===== src/rtl/regfile_wb_writer.sv =====
// Writeback queue feeding the 32x32 register file write port, drained one entry per cycle.
// Optional decode bypass from queued writes is built only when WB_BYPASS_EN is defined.
module regfile_wb_writer #(
  parameter int unsigned DEPTH  = 4,
  parameter int unsigned DATA_W = 32
) (
  input  logic                          clk,
  input  logic                          reset,
  input  logic                          in_valid,
  output logic                          in_ready,
  input  logic                          in_regwrite,
  input  logic                          in_memtoreg,
  input  logic [4:0]                    in_rd,
  input  logic [DATA_W-1:0]             in_alu_result,
  input  logic [DATA_W-1:0]             in_mem_data,
  input  logic                          drain_en,
  output logic                          rf_we,
  output logic [4:0]                    rf_waddr,
  output logic [DATA_W-1:0]             rf_wdata,
  input  logic [4:0]                    byp_rs,
  input  logic [4:0]                    byp_rt,
  output logic                          byp_rs_hit,
  output logic                          byp_rt_hit,
  output logic [DATA_W-1:0]             byp_rs_data,
  output logic [DATA_W-1:0]             byp_rt_data,
  output logic [$clog2(DEPTH):0]        pending,
  output logic                          empty
);

  localparam int unsigned AW = $clog2(DEPTH);
  localparam int unsigned CW = AW + 1;
  localparam int unsigned RW = 5;

  typedef struct packed {
    logic [RW-1:0]     rd;
    logic [DATA_W-1:0] data;
  } entry_t;

  entry_t          mem_q [DEPTH];
  entry_t          head_c;
  entry_t          new_entry_c;
  logic [AW-1:0]   wptr_q, wptr_d;
  logic [AW-1:0]   rptr_q, rptr_d;
  logic [CW-1:0]   count_q, count_d;
  logic            pop_c;
  logic            push_c;

  // Handshake: a full queue still accepts when the head retires this cycle.
  assign pop_c    = (count_q != '0) && drain_en;
  assign in_ready = (count_q < CW'(DEPTH)) || pop_c;
  assign push_c   = in_valid && in_ready && in_regwrite && (in_rd != '0);

  assign new_entry_c.rd   = in_rd;
  assign new_entry_c.data = in_memtoreg ? in_mem_data : in_alu_result;

  // Write port driven straight from the head so it is stable for the falling-edge write.
  assign head_c   = mem_q[rptr_q];
  assign rf_we    = pop_c;
  assign rf_waddr = (count_q != '0) ? head_c.rd   : '0;
  assign rf_wdata = (count_q != '0) ? head_c.data : '0;

  assign pending = count_q;
  assign empty   = (count_q == '0);

  always_comb begin
    wptr_d  = wptr_q;
    rptr_d  = rptr_q;
    count_d = count_q;
    if (push_c) wptr_d = wptr_q + AW'(1);
    if (pop_c)  rptr_d = rptr_q + AW'(1);
    case ({push_c, pop_c})
      2'b10:   count_d = count_q + CW'(1);
      2'b01:   count_d = count_q - CW'(1);
      default: count_d = count_q;
    endcase
  end

  always_ff @(posedge clk or negedge reset) begin
    if (!reset) begin
      wptr_q  <= '0;
      rptr_q  <= '0;
      count_q <= '0;
    end else begin
      wptr_q  <= wptr_d;
      rptr_q  <= rptr_d;
      count_q <= count_d;
    end
  end

  always_ff @(posedge clk or negedge reset) begin
    if (!reset) begin
      for (int i = 0; i < int'(DEPTH); i++) mem_q[i] <= '0;
    end else if (push_c) begin
      mem_q[wptr_q] <= new_entry_c;
    end
  end

`ifdef WB_BYPASS_EN
  // Scan oldest to youngest so the youngest matching entry overrides older ones.
  always_comb begin
    logic [AW-1:0] idx;
    byp_rs_hit  = 1'b0;
    byp_rt_hit  = 1'b0;
    byp_rs_data = '0;
    byp_rt_data = '0;
    idx         = '0;
    for (int k = 0; k < int'(DEPTH); k++) begin
      idx = rptr_q + AW'(k);
      if (CW'(k) < count_q) begin
        if ((byp_rs != '0) && (mem_q[idx].rd == byp_rs)) begin
          byp_rs_hit  = 1'b1;
          byp_rs_data = mem_q[idx].data;
        end
        if ((byp_rt != '0) && (mem_q[idx].rd == byp_rt)) begin
          byp_rt_hit  = 1'b1;
          byp_rt_data = mem_q[idx].data;
        end
      end
    end
  end
`else
  logic unused_byp;
  assign unused_byp  = ^{byp_rs, byp_rt};
  assign byp_rs_hit  = 1'b0;
  assign byp_rt_hit  = 1'b0;
  assign byp_rs_data = '0;
  assign byp_rt_data = '0;
`endif

endmodule


===== config.mk =====
export PLATFORM = sky130hd
export DESIGN_NAME = regfile_wb_writer
export DESIGN_NICKNAME = d
export VERILOG_FILES = /design/src/rtl/regfile_wb_writer.sv
export SDC_FILE = /design/constraint.sdc
export NUM_CORES = 1
export LEC_CHECK = 0
export ABC_AREA = 0
export BUFFER_PORTS_ARGS = -buffer_cell sky130_fd_sc_hd__buf_2
export CAP_MARGIN = 20
export CELL_PAD_IN_SITES_DETAIL_PLACEMENT = 0
export CELL_PAD_IN_SITES_GLOBAL_PLACEMENT = 1
export CORE_MARGIN = 4
export CORE_UTILIZATION = 41
export DETAILED_ROUTE_END_ITERATION = 12
export PLACE_DENSITY_LB_ADDON = 0.15
export SLEW_MARGIN = 5
export SYNTH_ARGS = -nofsm -noshare
export SYNTH_HDL_FRONTEND = slang
export SYNTH_SLANG_ARGS = --single-unit

===== constraint.sdc =====
create_clock -name clk -period 2.2 [get_ports clk]
set_clock_uncertainty 0.15 [all_clocks]
set_input_delay 0.11 -clock clk [delete_from_list [all_inputs] [get_ports clk]]
set_output_delay 0.11 -clock clk [all_outputs]
set_load 0.005 [all_outputs]

==> results.md, run 1 <==
- Switching share of power: 28.91%
- Setup TNS: 0 ps
- CTS Sinks: 155
- Initial Utilization: 41.96%
- Die width: 152.4 um
- Status: finished with violations
- Sequential share of the synthesized area: 45.39%
- First-pass GRT wire length: 30.99 mm
- Chip height: 152.4 um
- Final nets: 830
- Worst Path Max Fanout: 8
- Vias in the first global route: 5398
- Starting DRT DRC Count: 198
- DIE AREA: 0.02321 sq mm
- Synth area leader: dfrtp_1
- Hold crit path type: input pin to register
- Pin count of the biggest net entering global routing: 60
- Placed Area: 0.009241 sq mm
- FF+latch area: 0.003881 sq mm
- Core ar.: 0.02036 sq mm
- Final Hold Vio Count: 4
- Port Buffer Count: 117
- Post-placement cell count: 918
- CTS Root Cell: clkbuf_16
- Detailed-route wire length: 19.02 mm
- Synth unique cells: 25
- Post-route ant nets: 0
- Worst-case hold slack: -13.33 ps
- Setup crit end kind: primary output
- CTS tree: yes
- Flops & latches, synth: 155
- DR vias: 4843
- Leakage: 0.004912 uW
- Min Tclk post-route: 2186 ps
- Layout cells sized above 1: 55.19%
- Clk network pwr share: 21.2%
- H-tree depth: 4
- Failing checks: negative hold slack
- Crit path kind: register to primary output
- Non-Filler Instances: 1022
- Top cells by area, synth: dfrtp_1 (45%), mux2_4 (21%), mux4_2 (9.8%)
- Worst slew margin: 61.01%
- CP required: 1940 ps
- Routability Congestion: 0.7379
- Crit path DAT: 1930 ps
- Filler instances: 1718
- Initial antenna violation count: 0
- Ant. Diodes: 0
- Tcrit/Tclk final: 99.34%
- PwrDens: 1404 mW/mm^2
- Drt wl/cell: 18.61 um
- Final setup vio count: 0
- Area Overhead vs Synth: 25.41%
- Vias per inst: 4.739
- RSZ-0062 raised after global routing: true
- Mapped Avg Cell Area: 15.88 sq um
- Pint: 10700 uW
- VDD IR-drop max: 0.5590 mV
- Num rows: 52
- Area of the multi-input gates: 0.004136 sq mm
- Max Cap Viol: 0
- DRC violations left: 0
- Post-synthesis instance area: 0.008544 sq mm
- Clock tree buffer depth: 2
- Cell area after layout: 0.01072 sq mm
- CTS buffer count: 17
- Top cell type's share of synthesized area: 45.39%
- GRT Total Usage: 16.76%
- Cell count after synthesis: 538
- Clk_lat worst skew: 420 ps
- GRT overflow: 0
- I/O pin total: 194
- Least-Margin Pin Slew: 584.8 ps
- Crit path launch type: register
- Synth warn: 0
- Sw Pwr: 4350 uW
- Comb pwr share: 45.0%
- Fin. max-slew vios: 0
- Seq pwr share: 33.8%
- Achievable Freq: 0.4576 GHz
- DP HPWL: 11.99 mm
- Pre-antenna DRT Iters: 4
- Worst-path clk slew: 70 ps
-- synthesized netlist by cell type (all sizes together) --
cell / instances
dfrtp: 155
nand2b: 1
buf: 88
nor3b: 4
clkbuf: 10
xnor2: 4
nor2b: 38
conb: 1
mux2: 182
nor3: 1
nand2: 1
fa: 1
inv: 3
or4: 1
mux4: 37
nand3: 1
nor2: 3
xor2: 2
ha: 5
-- registers in the layout (all words and copies together) (netlist names) --
register / count
rptr_q: 2
pending: 3
wptr_q: 2
mem_q: 148
-- cell families (layout without fill, tap and decap cells) --
logic type	count (synthesis)	count (layout)	share of synthesized area (%)
buffers and inverters	101	250	10.02
DFF	155	155	45.39
other	1	66	0.04389
adders and majority gates	6	6	0.9665
and+or+nand+nor	50	50	3.954
muxes	219	219	39.01
xor gates and xnor gates	6	6	0.6150
-- final timing paths --
kind / start / endpoint / slack (ps) / cells after the start
max: rptr_q[0] / rf_wdata[8] / 10 / 5
min: in_rd[4] / mem_q[147] / -10 / 2
max reg2reg: pending[2] / pending[2] / 120 / 8
min reg2reg: mem_q[39] / mem_q[39] / 350 / 1
max in group asynchronous: reset / mem_q[65] / 1050 / 3
min in group asynchronous: reset / mem_q[124] / 90 / 2
-- cell usage in the layout (no fill, tap or decap), types with 6 or more instances in the layout --
cell type	n
mux4_2	37
mux2_2	62
dlygate4sd3_1	68
buf_2	115
clkbuf_16	19
buf_12	12
nor2b_4	6
mux2_4	120
conb_1	66
dfrtp_1	153
nor2b_1	31
buf_4	13
-- critical path, stage by stage (launching register included) --
cell and delay, ps:
dfrtp_2 390, buf_12 150, buf_12 150, mux4_2 510, nor2b_1 150, buf_2 140
-- area by class of cell --
cell class | instances | share of cell area [%]
flip-flops and latches | 155 | 36.22
repair buffers | 215 | 15.92
clock inverters | 13 | 1.775
well taps | 270 | 3.153
inverters | 3 | 0.1051
multi-input cells | 347 | 38.60
clock buffers | 19 | 4.227
-- power groups by stage --
stage	clock network, uW	logic [uW]	registers (uW)
global placement	0	6270	5040
global route	3390	7320	5270
detailed placement	0	6380	5140
floorplan	0	4750	4830
finish	3190	6770	5090
CTS	3260	6580	5110
-- stage by stage --
stage / worst slack (ps) / hold WS (ps) / utilization (%) / total power (uW)
after floorplan: 33.01 / -335.6 / - / 9582
after global placement: 57.65 / -33.03 / 45.38 / 11310
after detailed placement: 19.01 / -19.87 / 45.38 / 11530
after CTS: -35.77 / 4.998 / 51.98 / 14950
after global routing: -58.56 / 8.357 / 52.62 / 15980
final: 14.47 / -13.33 / 52.62 / 15050
-- per-layer routing --
metal / GRT usage [%] / vias up / part of all wire [%]
met3: 4.629 / 17 / 4.2
li1: - / 2182 / -
met5: 0 / - / 0
met4: 3.211 / 0 / 0.77
met2: 27.20 / 113 / 48
met1: 22.87 / 2531 / 47
-- repair_timing --
| action | in CTS | in global routing |
|---|---|---|
| setup buffers | 1 | 1 |
| gates cloned | 0 | 2 |
| gates resized for setup | 1 | 18 |
| setup endpoints to repair | 37 | 31 |
| hold buffers | 69 | 0 |
| pin swaps | 0 | 1 |
| hold endpoints to repair | 240 | 0 |
Note: power is estimated with default switching activity, not from simulation.
==> inputs of run 2 (changes only) <==
Settings changed: MAX_ROUTING_LAYER from default to met4.
==> results.md, run 2 (synthesized netlist as in run 1, its figures left out) <==
- Commonest non-fill, non-tap cell in the layout: dfrtp_1
- Ant. Diodes: 0
- Crit path kind: register to primary output
- Most frequent cells in the layout: dfrtp_1 (153), mux2_4 (120), buf_2 (115), dlygate4sd3_1 (68), conb_1 (66)
- Initial Utilization: 41.96%
- Detailed-route wire length: 18.96 mm
- Initial antenna violation count: 0
- Met3 WL: 711 um
- Reg with most FFs: mem_q
- DIE AREA: 0.02321 sq mm
- Starting DRT DRC Count: 181
- Clock tree buffer depth: 2
- Pin count of the biggest net entering global routing: 60
- Hold crit path type: input pin to register
- Cell area after layout: 0.01072 sq mm
- Area Overhead vs Synth: 25.41%
- Achievable Freq: 0.4582 GHz
- Worst Path Max Fanout: 8
- Vias in the first global route: 5392
- Post-route ant nets: 0
- Worst-case hold slack: -5.456 ps
- Die width: 152.4 um
- Failing checks: negative hold slack
- Drt wl/cell: 18.55 um
- Routability Congestion: 0.7471
- Final worst slack: 17.50 ps
- Met2 WL post-DR: 9.228 mm
- I/O pin total: 194
- Setup crit end kind: primary output
- Port Buffer Count: 117
- Cell Chain, Critical Path: buf_12 -> buf_12 -> mux4_2 -> nor2b_1 -> buf_2
- Max Cap Viol: 0
- First-pass GRT wire length: 30.99 mm
- PwrDens: 1404 mW/mm^2
- Crit path launch type: register
- CTS Root Cell: clkbuf_16
- CP max stage cell: mux4_2
- CTS Sinks: 155
- RSZ-0062 raised after global routing: true
- Placed Area: 0.009241 sq mm
- Crit path DAT: 1920 ps
- Pre-antenna DRT Iters: 4
- Dpl ws: 19.01 ps
- Min Tclk post-route: 2182 ps
- Critical Path Most Common Cell: buf_12
- Met1 wire length: 8.840 mm
- Final nets: 830
- Worst slew margin: 61.09%
- Least-Margin Pin Slew: 583.7 ps
- Clk_lat worst skew: 420 ps
- Tcrit/Tclk final: 99.20%
- Vias per inst: 4.724
- VDD IR-drop max: 0.5600 mV
- Max reg flops: 148
- CTS tree: yes
- DRC violations left: 0
- CTS buffer count: 17
- Final Util: 52.62%
- Worst-path clk slew: 70 ps
- H-tree depth: 4
- Final setup vio count: 0
- GRT overflow: 0
- Fin. max-slew vios: 0
- Final Hold Vio Count: 3
- CP required: 1940 ps
- DR vias: 4828
- CP max stage delay: 510 ps
- Status: finished with violations
- Chip height: 152.4 um
- Layout cells sized above 1: 55.19%
- DP HPWL: 11.99 mm
- Max Used Layer: met4
- GRT Total Usage: 17.25%
- Num rows: 52
- Leakage: 0.004912 uW
- Core ar.: 0.02036 sq mm
-- run 2: per-layer routing --
metal	vias up	global-route usage (%)
li1	2180	-
met1	2524	22.97
met2	106	27.20
met3	18	4.147
met4	0	3.596
met5	-	-
-- run 2: power by group --
group	total, uW	switching (uW)	internal (uW)	leakage (uW)
Clock	3190	1220	1970	0.000302
Combinational	6770	2330	4440	0.00274
Sequential	5090	797	4290	0.00187
-- run 2: per-stage QoR --
step           power [uW]  cells  hold WS (ps)  setup TNS, ps
2_1_floorplan        9582    603        -335.6              0
3_3_place_gp        11310    918        -33.03              0
3_5_place_dp        11530    918        -19.87              0
4_1_cts             14950   1020         4.998         -171.4
5_1_grt             15980   1022         11.19          -1110
6_report            15040   1022        -5.456              0
-- run 2: cell type report --
| cell class | instances | area, sq um |
|---|---|---|
| Sequential cell | 155 | 3881 |
| Clock inverter | 13 | 190.2 |
| Fill cell | 1718 | 9649 |
| Multi-Input combinational cell | 347 | 4136 |
| Inverter | 3 | 11.26 |
| Tap cell | 270 | 337.8 |
| Clock buffer | 19 | 452.9 |
| Timing Repair Buffer | 215 | 1705 |
-- run 2: repair_timing --
action / 4_1_cts / 5_1_grt
hold endpoints to repair: 240 / 0
setup endpoints to repair: 37 / 31
pin swaps: 0 / 1
resized for setup: 1 / 18
gates cloned: 0 / 2
buffers inserted: 1 / 1
hold buffers: 69 / 0
-- run 2: final timing paths --
check / startpoint / depth (start not counted) / slack [ps] / to
setup / recovery: rptr_q[0] / 5 / 20 / rf_wdata[8]
hold / removal: in_rd[4] / 2 / -5 / mem_q[147]
setup reg to reg: pending[2] / 8 / 120 / pending[2]
hold reg to reg: mem_q[39] / 1 / 350 / mem_q[39]
max in group asynchronous: reset / 3 / 1040 / mem_q[73]
min in group asynchronous: reset / 2 / 90 / mem_q[124]
-- run 2: worst max-delay path: cells and delay by family (launching register included) --
family                 cells  cell delay (ps)
buffers and inverters      3              440
multiplexers               1              510
flip-flops                 1              390
AND/OR/NAND/NOR            1              150
